===== config.mk =====
export PLATFORM = sky130hd
export DESIGN_NAME = i2s_tx_master
export DESIGN_NICKNAME = d
export VERILOG_FILES = /design/src/rtl/i2s_pkg.sv /design/src/rtl/i2s_sample_fifo.sv /design/src/rtl/i2s_tx_master.sv
export SDC_FILE = /design/constraint.sdc
export NUM_CORES = 1
export LEC_CHECK = 0
export CAP_MARGIN = 10
export CORE_ASPECT_RATIO = 0.7
export CORE_UTILIZATION = 30
export DETAILED_ROUTE_END_ITERATION = 10
export GPL_ROUTABILITY_DRIVEN = 0
export PLACE_DENSITY_LB_ADDON = 0.08
export SYNTH_ARGS = -nofsm -noshare
export SYNTH_HDL_FRONTEND = slang
export SYNTH_SLANG_ARGS = --single-unit

===== constraint.sdc =====
create_clock -name clk -period 3.91 [get_ports clk]
set_input_delay 0.782 -clock clk [delete_from_list [all_inputs] [get_ports clk]]
set_output_delay 0.782 -clock clk [all_outputs]
set_load 0.05 [all_outputs]

===== src/rtl/i2s_pkg.sv =====
// i2s_pkg: shared types and helpers for the I2S/TDM transmit master.
// Holds the FSM state enum, counter-width helper and parameter checks.
package i2s_pkg;

  typedef enum logic [1:0] {
    IDLE,
    RUN,
    DRAIN
  } i2s_state_e;

  // Width of a counter that spans 0..n-1 (at least one bit).
  function automatic int cnt_w(input int n);
    return (n > 1) ? $clog2(n) : 1;
  endfunction

  function automatic bit params_ok(
    input int data_w,
    input int slot_w,
    input int chans,
    input int depth,
    input int div
  );
    return data_w >= 2
        && slot_w >= data_w
        && chans >= 2
        && chans <= 8
        && (chans % 2) == 0
        && depth >= chans
        && (depth & (depth - 1)) == 0
        && div >= 1;
  endfunction

endpackage


===== src/rtl/i2s_sample_fifo.sv =====
// i2s_sample_fifo: sync FIFO, DATA_W x DEPTH, first-word fall-through.
// Ports: wr_en/wr_data in, rd_en/rd_data out, level, full, empty.
module i2s_sample_fifo
  import i2s_pkg::*;
#(
  parameter int DATA_W = 16,
  parameter int DEPTH  = 8
) (
  input  logic                   clk,
  input  logic                   rst_n,
  input  logic                   wr_en,
  input  logic [DATA_W-1:0]      wr_data,
  input  logic                   rd_en,
  output logic [DATA_W-1:0]      rd_data,
  output logic [$clog2(DEPTH):0] level,
  output logic                   full,
  output logic                   empty
);

  localparam int AW = cnt_w(DEPTH);
  localparam int LW = $clog2(DEPTH) + 1;

  logic [DATA_W-1:0] mem [DEPTH];
  logic [AW-1:0]     wr_ptr;
  logic [AW-1:0]     rd_ptr;
  logic              wr_ok;
  logic              rd_ok;

  // Full is taken from the registered level, so a write is
  // refused when full even if a read happens in the same cycle.
  assign full    = level == LW'(DEPTH);
  assign empty   = level == '0;
  assign wr_ok   = wr_en && !full;
  assign rd_ok   = rd_en && !empty;
  assign rd_data = mem[rd_ptr];

  always_ff @(posedge clk) begin
    if (wr_ok) mem[wr_ptr] <= wr_data;
  end

  always_ff @(posedge clk or negedge rst_n) begin
    if (!rst_n) begin
      wr_ptr <= '0;
      rd_ptr <= '0;
      level  <= '0;
    end else begin
      if (wr_ok) wr_ptr <= wr_ptr + 1'b1;
      if (rd_ok) rd_ptr <= rd_ptr + 1'b1;
      level <= level + LW'(wr_ok) - LW'(rd_ok);
    end
  end

endmodule


===== src/rtl/i2s_tx_master.sv =====
// i2s_tx_master: I2S/TDM transmit master (SCK/WS gen, FIFO, serialiser).
// Ports: s_valid/s_ready/s_data in; sck, ws, sd, underrun, fifo_level.
// I2S_LEFT_JUSTIFIED_EN: define for left-justified (no one-SCK SD delay).
module i2s_tx_master
  import i2s_pkg::*;
#(
  parameter int DATA_W     = 16,
  parameter int SLOT_W     = 32,
  parameter int CHANNELS   = 2,
  parameter int FIFO_DEPTH = 8,
  parameter int CLK_DIV    = 4
) (
  input  logic                        clk,
  input  logic                        rst_n,
  input  logic                        enable,
  input  logic                        s_valid,
  output logic                        s_ready,
  input  logic [DATA_W-1:0]           s_data,
  output logic                        sck,
  output logic                        ws,
  output logic                        sd,
  output logic                        underrun,
  output logic [$clog2(FIFO_DEPTH):0] fifo_level
);

  localparam int LW = $clog2(FIFO_DEPTH) + 1;
  localparam int DW = cnt_w(CLK_DIV);
  localparam int BW = cnt_w(SLOT_W);
  localparam int CW = cnt_w(CHANNELS);

  localparam logic [DW-1:0] DIV_LAST  = DW'(CLK_DIV - 1);
  localparam logic [BW-1:0] BIT_LAST  = BW'(SLOT_W - 1);
  localparam logic [CW-1:0] SLOT_LAST = CW'(CHANNELS - 1);
  localparam logic [CW-1:0] SLOT_HALF = CW'(CHANNELS / 2);

  if (!params_ok(DATA_W, SLOT_W, CHANNELS,
                 FIFO_DEPTH, CLK_DIV)) begin : g_bad_cfg
    $error("i2s_tx_master: illegal parameter set");
  end

  i2s_state_e        state;
  logic [DW-1:0]     div_cnt;
  logic [BW-1:0]     bit_cnt;
  logic [CW-1:0]     slot_cnt;
  logic [CW-1:0]     slot_nx;
  logic [DATA_W-1:0] shreg;
  logic [DATA_W-1:0] rd_data;
  logic [DATA_W-1:0] load_val;
  logic [DATA_W-1:0] next_sh;
  logic              full;
  logic              empty;
  logic              pop;
  logic              start;
  logic              fall;
  logic              slot_end;
  logic              frame_end;
  logic              go_idle;
  logic              idle_hold;
  logic              running;
  logic              sd_first;
  logic              sd_next;

  i2s_sample_fifo #(
    .DATA_W (DATA_W),
    .DEPTH  (FIFO_DEPTH)
  ) u_fifo (
    .clk     (clk),
    .rst_n   (rst_n),
    .wr_en   (s_valid),
    .wr_data (s_data),
    .rd_en   (pop),
    .rd_data (rd_data),
    .level   (fifo_level),
    .full    (full),
    .empty   (empty)
  );

  assign s_ready = !full;

  assign start = state == IDLE && enable
              && fifo_level >= LW'(CHANNELS);

  // fall marks the clk cycle whose edge takes sck 1->0;
  // all bit/slot bookkeeping happens there.
  assign fall      = state != IDLE && sck
                  && div_cnt == DIV_LAST;
  assign slot_end  = bit_cnt == BIT_LAST;
  assign frame_end = slot_end && slot_cnt == SLOT_LAST;
  assign go_idle   = fall && frame_end && !enable;
  assign idle_hold = state == IDLE && !start;
  assign running   = state != IDLE && !go_idle;

  assign pop      = start || (fall && slot_end && !go_idle);
  // An empty pop sends silence but keeps slot alignment.
  assign load_val = empty ? '0 : rd_data;
  assign slot_nx  = frame_end ? '0 : slot_cnt + 1'b1;
  // Zero fill after DATA_W shifts pads the slot tail.
  assign next_sh  = slot_end ? load_val
                             : {shreg[DATA_W-2:0], 1'b0};

`ifdef I2S_LEFT_JUSTIFIED_EN
  assign sd_first = load_val[DATA_W-1];
  assign sd_next  = next_sh[DATA_W-1];
`else
  // The sd flop itself is the one-SCK delay stage.
  assign sd_first = 1'b0;
  assign sd_next  = shreg[DATA_W-1];
`endif

  always_ff @(posedge clk or negedge rst_n) begin
    if (!rst_n) begin
      state    <= IDLE;
      div_cnt  <= '0;
      bit_cnt  <= '0;
      slot_cnt <= '0;
      shreg    <= '0;
      sck      <= 1'b0;
      ws       <= 1'b0;
      sd       <= 1'b0;
      underrun <= 1'b0;
    end else begin
      underrun <= pop && empty;
      unique case (1'b1)
        start: begin
          state    <= RUN;
          div_cnt  <= '0;
          bit_cnt  <= '0;
          slot_cnt <= '0;
          shreg    <= load_val;
          sck      <= 1'b0;
          ws       <= 1'b0;
          sd       <= sd_first;
        end
        go_idle: begin
          state    <= IDLE;
          div_cnt  <= '0;
          bit_cnt  <= '0;
          slot_cnt <= '0;
          shreg    <= '0;
          sck      <= 1'b0;
          ws       <= 1'b0;
          sd       <= 1'b0;
        end
        idle_hold: begin
          state <= IDLE;
        end
        running: begin
          state <= enable ? RUN : DRAIN;
          if (div_cnt == DIV_LAST) begin
            div_cnt <= '0;
            sck     <= !sck;
          end else begin
            div_cnt <= div_cnt + 1'b1;
          end
          if (fall) begin
            sd    <= sd_next;
            shreg <= next_sh;
            if (slot_end) begin
              bit_cnt  <= '0;
              slot_cnt <= slot_nx;
              ws       <= slot_nx >= SLOT_HALF;
            end else begin
              bit_cnt <= bit_cnt + 1'b1;
            end
          end
        end
        default: begin
          state <= IDLE;
        end
      endcase
    end
  end

endmodule

# Yosys cells after proc, flatten, opt, wreduce, memory -nomap -nowiden
# Memories as Yosys holds them, arrays and structs flattened.
# Cells that the tools add are included.
# word_totals
n_memories	1
wordCells	81
output_inout_bits	9
mem_bits_rw	128
ff_bits	40
inputBits	20
# memory_table
memory	words	width	rd	rd_clocked_by_memory_dff	wr	line_no	source
u_fifo.mem	8	16	1	0	1	i2s_sample_fifo.sv:23	logic [DATA_W-1:0] mem [DEPTH];
# classes
n_eq_ne	6
n_mux	24
add_sub_neg	7
magnitude_cmp	2
reduce_logical	29
# op_table
operator	count
$mux W16	3
$pmux W16 S3	1
$logic_and A1 B1 Y1	13
$mux W5	2
$pmux W5 S2	1
$mux W1	9
$pmux W1 S2	4
$pmux W2 S2	2
$add A3 B1 Y3 const B	2
$reduce_and A2 Y1	3
$add A5 B1 Y5 const B	1
$eq A5 B5 Y1 const B	1
$logic_not A1 Y1	5
$add A4 B1 Y4	1
$eq A4 B4 Y1 const B	1
$ge A4 B2 Y1 const B	1
$logic_not A4 Y1	1
$mux W2	2
$ne A2 B2 Y1 const B	2
$reduce_bool A2 Y1	2
$sub A4 B1 Y4	1
$reduce_and A3 Y1	1
$reduce_bool A3 Y1	1
$add A2 B1 Y2 const B	1
other kinds (7)	7

# Longest topological paths before layout
# Gate-level depths: netlist (run 1).
# depth
word_depth	10
ltp_mapped	15
depth_no_buf	13

# Cells and area by module
# A second synthesis (run 1) with hierarchy kept.
# unflattened
hier_cells	409
hier_area_um2	7104.3
# modules_own_cells
module	seq_area_each_um2	n_inst	cells_each	area_per_inst_um2
i2s_sample_fifo	4093.9	1	243	5501.5
i2s_tx_master	725.7	1	166	1602.8

# Least setup slack after synthesis (run 1)
# OpenSTA, ideal clock, no wires.
# synth_timing
path_type	register to register
from	register u_fifo.level[2]
to	memory u_fifo.mem[0][0], enable pin
path_slack_ns	0.409
path_stages_with_launch	8
t_arrival_ns	3.092
synth_period_minus_slack_ns	3.501
t_required_ns	3.501
path_buffers	1
setup_ns	0.409
path_cell_list	dfrtp_1 > inv_1 > ha_1 > or3b_1 > and2_1 > clkbuf_1 > nand2b_1 > nor3_1
# synth_between
elab_chain_len	5
# synth_rtl
item	line_no	source
from (decl)	i2s_sample_fifo.sv:15	output logic [$clog2(DEPTH):0] level,
from (signal assigned)	i2s_sample_fifo.sv:49	level <= level + LW'(wr_ok) - LW'(rd_ok);
$eq A4 B4 Y1	i2s_sample_fifo.sv:31	assign full = level == LW'(DEPTH);
$logic_not A1 Y1	--	
via s_ready	i2s_tx_master.sv:17	output logic s_ready,
$logic_and A1 B1 Y1	i2s_sample_fifo.sv:33	assign wr_ok = wr_en && !full;
via u_fifo.wr_ok	i2s_sample_fifo.sv:26	logic wr_ok;
$mux W1	i2s_sample_fifo.sv:38	if (wr_ok) mem[wr_ptr] <= wr_data;
$mux W1 (not written as such)	i2s_sample_fifo.sv:38	
to (decl)	i2s_sample_fifo.sv:23	
# The timed path passes the listed nets, and every way through them passes these cells.

# Worst setup path after layout (run 1)
# layout_timing
from	register u_fifo.level[2]
to	output port s_ready
# layout_between
elab_chain_len	2
# layout_rtl
item	line_no	source
$eq A4 B4 Y1	i2s_sample_fifo.sv:31	
$logic_not A1 Y1	i2s_tx_master.sv:78	assign s_ready = !full;
to (decl)	i2s_tx_master.sv:17	
# No other way between the ends.

==> results of run 1 <==
[layer usage]
layer / GRT usage / vias up
li1: - / 1565
met1: 0.203 / 1771
met2: 0.197 / 45
met5: 0 / -
met4: 0.0445 / 0
met3: 0.0341 / 9
[state kept, by name, indices dropped and copies added (netlist names)]
name and flops:
bit_cnt 5, div_cnt 2, sck 1, sd 1, shreg 16, state 2, u_fifo.level 4, u_fifo.mem 128
u_fifo.rd_ptr 3, u_fifo.wr_ptr 3, underrun 1, ws 1
[per-stage QoR]
| step | utilization | instances |
|---|---|---|
| after floorplan | - | 374 |
| after global placement | 0.341 | 687 |
| after detailed placement | 0.341 | 687 |
| after CTS | 0.366 | 719 |
| after global routing | 0.366 | 719 |
| final | 0.366 | 719 |
[power by group]
group | leakage, µW | internal [µW] | switching [µW]
Sequential | 0.00164 | 2300 | 289
Clock | 0.000255 | 825 | 743
Combinational | 0.000944 | 828 | 955
[critical path, stage by stage (launching register included)]
cell and delay (ns):
dfrtp_1 0.38, inv_1 0.11, ha_1 0.15, or3b_1 0.37, clkdlybuf4s50_1 0.71
[path summary, 6_finish.rpt]
path	end	slack, ns	cells past startpoint
worst max-delay path	s_ready	0.98	4
worst min-delay path	div_cnt[1]	0.49	2
worst max register to register	u_fifo.level[2]	1.20	13
worst min register to register	div_cnt[1]	0.49	2
max in group asynchronous	u_fifo.rd_ptr[0]	2.75	1
min in group asynchronous	sck	0.50	1
[cells by family (layout without fill, tap and decap cells)]
kind of cell | after synthesis | after routing | share of synthesized area
flops | 167 | 167 | 0.709
simple gates | 69 | 69 | 0.0449
mux | 50 | 50 | 0.134
compound gates | 39 | 39 | 0.0525
buf+inv | 30 | 93 | 0.0263
fa+ha+maj | 12 | 12 | 0.0232
xor+xnor | 7 | 7 | 0.0101
[synthesized netlist by cell type, types with 2 or more instances]
master | n | area [µm²]
mux2i_1 | 16 | 160
a22o_1 | 3 | 26.3
nor2_1 | 12 | 45.0
nor3_1 | 3 | 15.0
xor2_1 | 3 | 26.3
a21o_1 | 2 | 15.0
clkbuf_1 | 4 | 15.0
inv_1 | 12 | 45.0
a21oi_1 | 3 | 15.0
dfrtp_1 | 39 | 976
nand2b_1 | 6 | 37.5
buf_6 | 5 | 56.3
buf_2 | 7 | 35.0
o221ai_2 | 7 | 105
mux4_2 | 32 | 721
ha_1 | 11 | 138
edfxtp_1 | 128 | 3840
xnor2_1 | 3 | 26.3
o221ai_1 | 8 | 70.1
nand2_1 | 40 | 150
o21ai_0 | 6 | 30.0
[layout make-up]
class / count / area [µm²] / share of cell area
clock inverter: 15 / 120 / 0.0150
tap: 282 / 353 / 0.0439
timing repair buffer: 49 / 445 / 0.0554
inverter: 12 / 45.0 / 0.00561
clock buffer: 17 / 425 / 0.0530
multi-input combinational: 177 / 1820 / 0.227
sequential: 167 / 4820 / 0.600
==> reports/qor.yml, run 1 <==
status: "finished clean"
synth_edf_count: 128
drive_gt1_frac: 0.245
report.final.slew_viol_count: 0
portBuffers: 28
dr_wl_met2_um: 6230
fin_crit_ns: 2.93
hp-start: "div_cnt[1]"
crit_start: "u_fifo.level[2]"
hold_violations: 0
ios: 29
required_ns: 3.13
min_path_type: "register to register"
cp.arrival_ns: 2.15
dpl_cell_area_um2: 7490
wl_met3_um: 427
die_area_um2: 23300
floorplan.die.height_um: 128
setup_tns_ns: 0
final_cell_mix: "edfxtp_1, nand2_1, dfrtp_1"
rows: 45
drt_iter0_drc: 229
maxCapViolCount: 0
grt_pass1_wl_um: 22600
fin_crit_sh: 0.749
core_region_area_um2: 22000
max_freq_ghz: 0.341
antenna_cells: 0
power-per-cell-area_nw_per_um2: 740
crit_type: "register to output pin"
cts_repair_resize_count: 0
slew_headroom: 0.358
ys.flop_type: "edfxtp_1"
grt_start_max_net_pins: 40
first_pass_iters: 4
met1_length_um: 7710
cts_buffers: 17
antenna_found_initial: 0
ys_seq_area_frac: 0.709
initial_core_util: 0.309
setup_viol: 0
htreeDepth: 4
drcViolationCount: 0
areaGrowthSynthToFinish_pct: 18.3
finalClockSkew_ns: 0.00787
timing.final.ws_setup_ns: 0.980
synth_seq_cells: 167
worst_slew_pin_slew_ns: 0.964
async_reset_ff_frac: 0.234
syn_avg_cell_area_um2: 18.2
rsz0062_at_grt: "no"
antenna_left: 0
vdd_drop_max_uv: 359
endpoint_kind: "output pin"
place_ws_ns: 0.769
wl_um: 14500
clockBufferDepth: 2
post_cts.repair.setup_buffers: 0
layout_commonest_cell: "edfxtp_1"
clk_latency_ns: 0.43
power_uw: 5940
cts-hold-fix-buffers: 0
grt_pass1_vias: 3539
path_max_fanout: 3
syn_area_um2: 6790
num_vias: 3390
ctsRootBufferMaster: "clkbuf_16"
cts_tree: "built"
whs_ns: 0.492
final_area_um2: 8030
wl_per_cell_um: 20.2
fillers: 2063
netlist_instances: 374
p_leak_uw: 0.00284
cts.sink_count: 167
r2r-start: "bit_cnt[0]"
grt_util_all_layers: 0.137
clkSlewWorstSetupHoldPaths_ns: 0.07
final_nets: 456
ys_types: 45
synth_fp_nets: 406
ys_warn_count: 0
vias_per_cell: 4.71
overflow: 0
dp_hpwl_um: 8900
top_layer: "met4"
cp-start-kind: "register"
dieWidth_um: 182
Power figures use the tool's default switching activity.
==> run 2: changes to the inputs <==
==> constraint.sdc (replaced) <==
create_clock -name clk -period 2.62 [get_ports clk]
set_input_delay 0.524 -clock clk [delete_from_list [all_inputs] [get_ports clk]]
set_output_delay 0.524 -clock clk [all_outputs]
set_load 0.05 [all_outputs]
==> run 2 against run 1 <==
Against the previous run: power increased by 51%; register-to-register slack worse by 1.1 ns; sequential power up 48%; critical endpoint is now u_fifo.level[1]; critical path depth grew 9.
==> reports/qor.yml, run 2 (same netlist as run 1, synthesis figures left out) <==
status: "finished clean"
cts.sink_count: 167  # unchanged
slew_headroom: 0.494  # +0.136
fin_crit_ns: 2.53
setup_viol: 0  # unchanged
combPwrFrac: 0.326  # +0.026
antenna_found_initial: 0  # unchanged
ios: 29  # unchanged
path_max_fanout: 4  # +1
maxCapViolCount: 0  # unchanged
dp_hpwl_um: 8350  # -6.1%
drt_iter0_drc: 220  # -3.9%
initial_core_util: 0.309  # unchanged
hold_violations: 0  # unchanged
report.final.slew_viol_count: 0  # unchanged
clk_latency_ns: 0.43  # about the same
pwr-share-clk: 0.248  # -0.016
p_leak_uw: 0.00288  # +1.5%
max_freq_ghz: 0.395
top_register: "u_fifo.mem"
wl_um: 14500  # about the same
final_area_um2: 8270  # +2.9%
cts_buffers: 17  # unchanged
cp.arrival_ns: 2.86  # +0.71 ns
final_nets: 464  # +1.8%
first_pass_iters: 4  # unchanged
switchingPower_uw: 2970  # +49%
p_int_uw: 6010  # +52%
power_uw: 8980  # +51%
antenna_left: 0  # unchanged
largest_reg_flops: 128  # unchanged
min_path_type: "register to register"
endpoint_kind: "register"
clkSlewWorstSetupHoldPaths_ns: 0.07  # about the same
p_sw_frac: 0.331  # -0.00349
overflow: 0  # unchanged
layout_commonest_cell: "edfxtp_1"
dieWidth_um: 182  # unchanged
worst_slew_pin_slew_ns: 0.759  # -0.204 ns
grt_pass1_vias: 3570  # +0.88%
num_vias: 3480  # +2.7%
core_region_area_um2: 22000  # unchanged
power-per-cell-area_nw_per_um2: 1090  # +47%
die_area_um2: 23300  # unchanged
drcViolationCount: 0  # unchanged
crit_type: "register to register"
grt_start_max_net_pins: 34  # -15%
cp-start-kind: "register"
ctsRootBufferMaster: "clkbuf_16"
areaGrowthSynthToFinish_pct: 21.7
grt_util_all_layers: 0.137  # -0.000305
pwr-share-seq: 0.426  # -0.010
portBuffers: 28  # unchanged
required_ns: 2.95  # -0.18 ns
vias_per_cell: 4.80  # +1.8%
grt_pass1_wl_um: 22600  # about the same
rsz0062_at_grt: "no"
finalClockSkew_ns: 0.0122  # +0.00436 ns
final_cell_mix: "edfxtp_1, nand2_1, dfrtp_1"
drive_gt1_frac: 0.287  # +0.0418
antenna_cells: 0  # unchanged
dpl_cell_area_um2: 7730  # +3.2%
wl_per_cell_um: 20.1  # -0.77%
htreeDepth: 4  # unchanged
rows: 45  # unchanged
cts_tree: "built"
floorplan.die.height_um: 128  # unchanged
top_regs: "u_fifo.mem x128, shreg x16, bit_cnt x5"
clockBufferDepth: 2  # unchanged
fin_crit_sh: 0.967
vdd_drop_max_uv: 490  # +37%
==> run 2: cell count changes in the layout (fill, tap and decap cells not counted), moves of 3 or more <==
cell / change
ha_1: -4
ha_4: +3
inv_6: -3
inv_1: -4
nor2_4: +3
inv_2: +3
buf_12: +9
==> run 2: worst max-delay path: stages (launching register included) <==
cell      delay [ns]
dfrtp_1         0.40
ha_2            0.20
and3_4          0.16
ha_4            0.17
o2111a_2        0.14
a32oi_2         0.20
a21o_1          0.18
inv_4           0.05
ha_4            0.20
inv_2           0.06
ha_4            0.12
inv_2           0.03
fa_2            0.50
inv_1           0.04
==> run 2: final timing paths <==
check	start	endpoint	slack (ns)	cells after the start
worst max-delay path	bit_cnt[1]	u_fifo.level[1]	0.09	13
worst min-delay path	shreg[7]	shreg[7]	0.49	2
worst max register to register	bit_cnt[1]	u_fifo.level[1]	0.09	13
worst min register to register	shreg[7]	shreg[7]	0.49	2
max in group asynchronous	rst_n	u_fifo.rd_ptr[0]	1.39	3
min in group asynchronous	rst_n	u_fifo.wr_ptr[0]	0.52	2
==> run 2: power groups by stage <==
| stage | clock network, µW | registers (µW) | logic [µW] |
|---|---|---|---|
| after detailed placement | 0 | 3890 | 2970 |
| after global placement | 0 | 3880 | 2960 |
| after CTS | 2310 | 3840 | 2980 |
| after floorplan | 0 | 3890 | 1960 |
| after global routing | 2400 | 3900 | 3210 |
| final | 2230 | 3830 | 2930 |
==> run 2: cell type report <==
class,instances,area [µm²]
fillers,2029,13700
multi-input cells,177,1910
well taps,282,353
clock inverters,12,81.3
flip-flops and latches,167,4820
inverters,12,47.5
clock buffers,18,429
repair buffers,57,619
==> run 2: timing repair <==
action,in CTS,in global routing
hold endpoints to repair,11,0
setup buffers,0,2
hold buffers,1,0
setup endpoints to repair,1,2
resized for setup,1,1
==> run 2: per-layer routing <==
| layer | global-route usage | part of all wire | wire (µm) | up-vias |
|---|---|---|---|---|
| met2 | 0.204 | 0.44 | 6420 | 55 |
| met5 | 0 | 0 | 0 | - |
| li1 | - | - | - | 1580 |
| met4 | 0.0430 | 0.0087 | 127 | 0 |
| met3 | 0.0366 | 0.029 | 429 | 8 |
| met1 | 0.195 | 0.52 | 7560 | 1837 |
==> run 2: stage by stage <==
stage / util / setup WS [ns] / cells / setup TNS (ns) / hold WS [ns]
after global routing: 0.376 / 0.00212 / 725 / 0 / 0.510
after CTS: 0.376 / 0.0689 / 723 / 0 / 0.494
after global placement: 0.352 / 0.00678 / 692 / 0 / 0.438
final: 0.376 / 0.0860 / 725 / 0 / 0.492
after floorplan: - / -0.0327 / 374 / -0.0327 / 0.228
after detailed placement: 0.352 / -0.0273 / 692 / -0.0273 / 0.441
==> run 3: changes to the inputs <==
==> constraint.sdc (replaced) <==
create_clock -name clk -period 2.71 [get_ports clk]
set_input_delay 0.542 -clock clk [delete_from_list [all_inputs] [get_ports clk]]
set_output_delay 0.542 -clock clk [all_outputs]
set_load 0.05 [all_outputs]
==> run 3 against run 2 <==
Against the previous run: wire length down 3.0%; fmax decreased by 0.71%; final cell count down 0.97%; clock-buffer cell count fell by 1; clock power grew 9%; via count shrank 3.4%; critical path depth stayed put; sequential power shrank 6.5%; non-clock buffer count is 8 lower; highest routed layer unchanged.
==> reports/qor.yml, run 3 (same netlist as run 1, synthesis figures left out) <==
final_area_um2: 8230  # -0.50%
p_int_uw: 5960  # -0.82%
vias_per_cell: 4.68  # -2.4%
cp.buffers_inverters: 4  # unchanged
setup_viol: 0  # unchanged
max_freq_ghz: 0.392  # -0.71%
top_regs: "u_fifo.mem x128, shreg x16, bit_cnt x5"
ctsRootBufferMaster: "clkbuf_16"
path_max_fanout: 4  # unchanged
critPathTopFamily: "adder cells"
critPathSlowestCell: "fa_2"
cts-hold-fix-buffers: 0  # -1
final_nets: 456  # -1.7%
initial_core_util: 0.309  # unchanged
multi_input_comb_area_um2: 1900  # -0.85%
cp-start-kind: "register"
layout_commonest_cell: "edfxtp_1"
drcViolationCount: 0  # unchanged
dpl_cell_area_um2: 7640  # -1.2%
antenna_left: 0  # unchanged
slowest_delay_ns: 0.51  # about the same
ios: 29  # unchanged
switchingPower_uw: 2870  # -3.5%
slew_headroom: 0.380  # -0.114
worst_slew_pin_slew_ns: 0.930  # +0.171 ns
min_path_type: "input port to async pin"
seqCellArea_um2: 4820  # unchanged
fin_crit_sh: 0.942  # -0.0254
fillers: 2050  # +1.0%
required_ns: 3.03  # +0.08 ns
num_vias: 3363  # -3.4%
cp.arrival_ns: 2.88  # +0.02 ns
rows: 45  # unchanged
finalClockSkew_ns: 0.0125  # +0.000314 ns
core_region_area_um2: 22000  # unchanged
setup_tns_ns: 0  # unchanged
first_pass_iters: 4  # unchanged
dp_hpwl_um: 8240  # -1.4%
portBuffers: 28  # unchanged
final_cell_mix: "edfxtp_1, nand2_1, dfrtp_1"
clkSlewWorstSetupHoldPaths_ns: 0.07  # about the same
rsz0062_at_grt: "no"
pwr-share-clk: 0.274  # +0.026
p_leak_uw: 0.00288  # -0.22%
final_util: 0.375  # -0.00188
cts_tree: "built"
antenna_found_initial: 0  # unchanged
wl_per_cell_um: 19.6  # -2.1%
die_area_um2: 23300  # unchanged
clk_latency_ns: 0.42  # about the same
wl_um: 14100  # -3.0%
grt_start_max_net_pins: 40  # +18%
pwr-share-seq: 0.406  # -0.020
clockBufferDepth: 2  # unchanged
post_cts.repair.setup_buffers: 0  # unchanged
overflow: 0  # unchanged
grt_pass1_vias: 3523  # -1.3%
report.final.slew_viol_count: 0  # unchanged
drive_gt1_frac: 0.273  # -0.0137
cts_repair_resize_count: 1  # unchanged
htreeDepth: 4  # unchanged
crit_type: "register to register"
status: "finished clean"
fin_cells: 718  # -0.97%
vdd_drop_max_uv: 483  # -1.5%
p_sw_frac: 0.325  # -0.00598
grt_util_all_layers: 0.133  # -0.00382
grt_pass1_wl_um: 22000  # -2.6%
areaGrowthSynthToFinish_pct: 21.1
top_register: "u_fifo.mem"
hold_violations: 0  # unchanged
dieWidth_um: 182  # unchanged
power-per-cell-area_nw_per_um2: 1070  # -1.2%
combPwrFrac: 0.320  # -0.006
cp_cell_sequence: "ha_2, and3_4, ha_4, o2111a_2, a32oi_2, a21o_1, inv_2, ha_4, inv_1, ha_2, inv_2, fa_2, inv_1"
cts_buffers: 17  # unchanged
whs_ns: 0.253  # -0.240 ns
floorplan.die.height_um: 128  # unchanged
fin_crit_ns: 2.55  # +0.0181 ns
maxCapViolCount: 0  # unchanged
endpoint_kind: "register"
drt_iter0_drc: 216  # -1.8%
largest_reg_flops: 128  # unchanged
antenna_cells: 0  # unchanged
cts.sink_count: 167  # unchanged
dp.cells: 687  # -0.72%
[run 3: power groups by stage]
stage          Clock, µW  Sequential (µW)  Combinational, µW
2_1_floorplan          0             3760               1880
3_3_place_gp           0             3630               2900
3_5_place_dp           0             3640               2920
4_1_cts             2490             3590               2920
5_1_grt             2580             3640               3120
6_report            2420             3580               2820
[run 3: cell type report]
cell class                 count  area share
clock inverter                14      0.0198
multi-input combinational    177       0.231
clock buffer                  17      0.0517
inverter                      12     0.00548
sequential                   167       0.586
timing repair buffer          49      0.0631
tap                          282      0.0429
[run 3: path summary, 6_finish.rpt]
| kind | to | slack (ns) | from | depth (start not counted) |
|---|---|---|---|---|
| max | u_fifo.level[1] | 0.16 | bit_cnt[1] | 13 |
| min | u_fifo.wr_ptr[0] | 0.25 | rst_n | 1 |
| max reg2reg | u_fifo.level[1] | 0.16 | bit_cnt[1] | 13 |
| min reg2reg | shreg[9] | 0.49 | shreg[9] | 2 |
| max in group asynchronous | u_fifo.rd_ptr[0] | 1.80 | rst_n | 1 |
| min in group clk | shreg[9] | 0.49 | shreg[9] | 2 |
[run 3: metal layers]
| layer | GRT usage | up-vias | part of all wire | wire length (µm) |
|---|---|---|---|---|
| met5 | 0 | - | 0 | 0 |
| met4 | 0.0430 | 0 | 0.011 | 152 |
| met3 | 0.0349 | 13 | 0.036 | 505 |
| met2 | 0.202 | 58 | 0.45 | 6310 |
| met1 | 0.187 | 1726 | 0.51 | 7130 |
| li1 | - | 1566 | - | - |
[run 3: metrics by stage]
stage                     setup WS, ns  total power [µW]
after CTS                        0.147              9000
final                            0.158              8830
after global placement          0.0808              6530
after detailed placement        0.0525              6560
after floorplan                0.00165              5640
after global routing            0.0245              9340
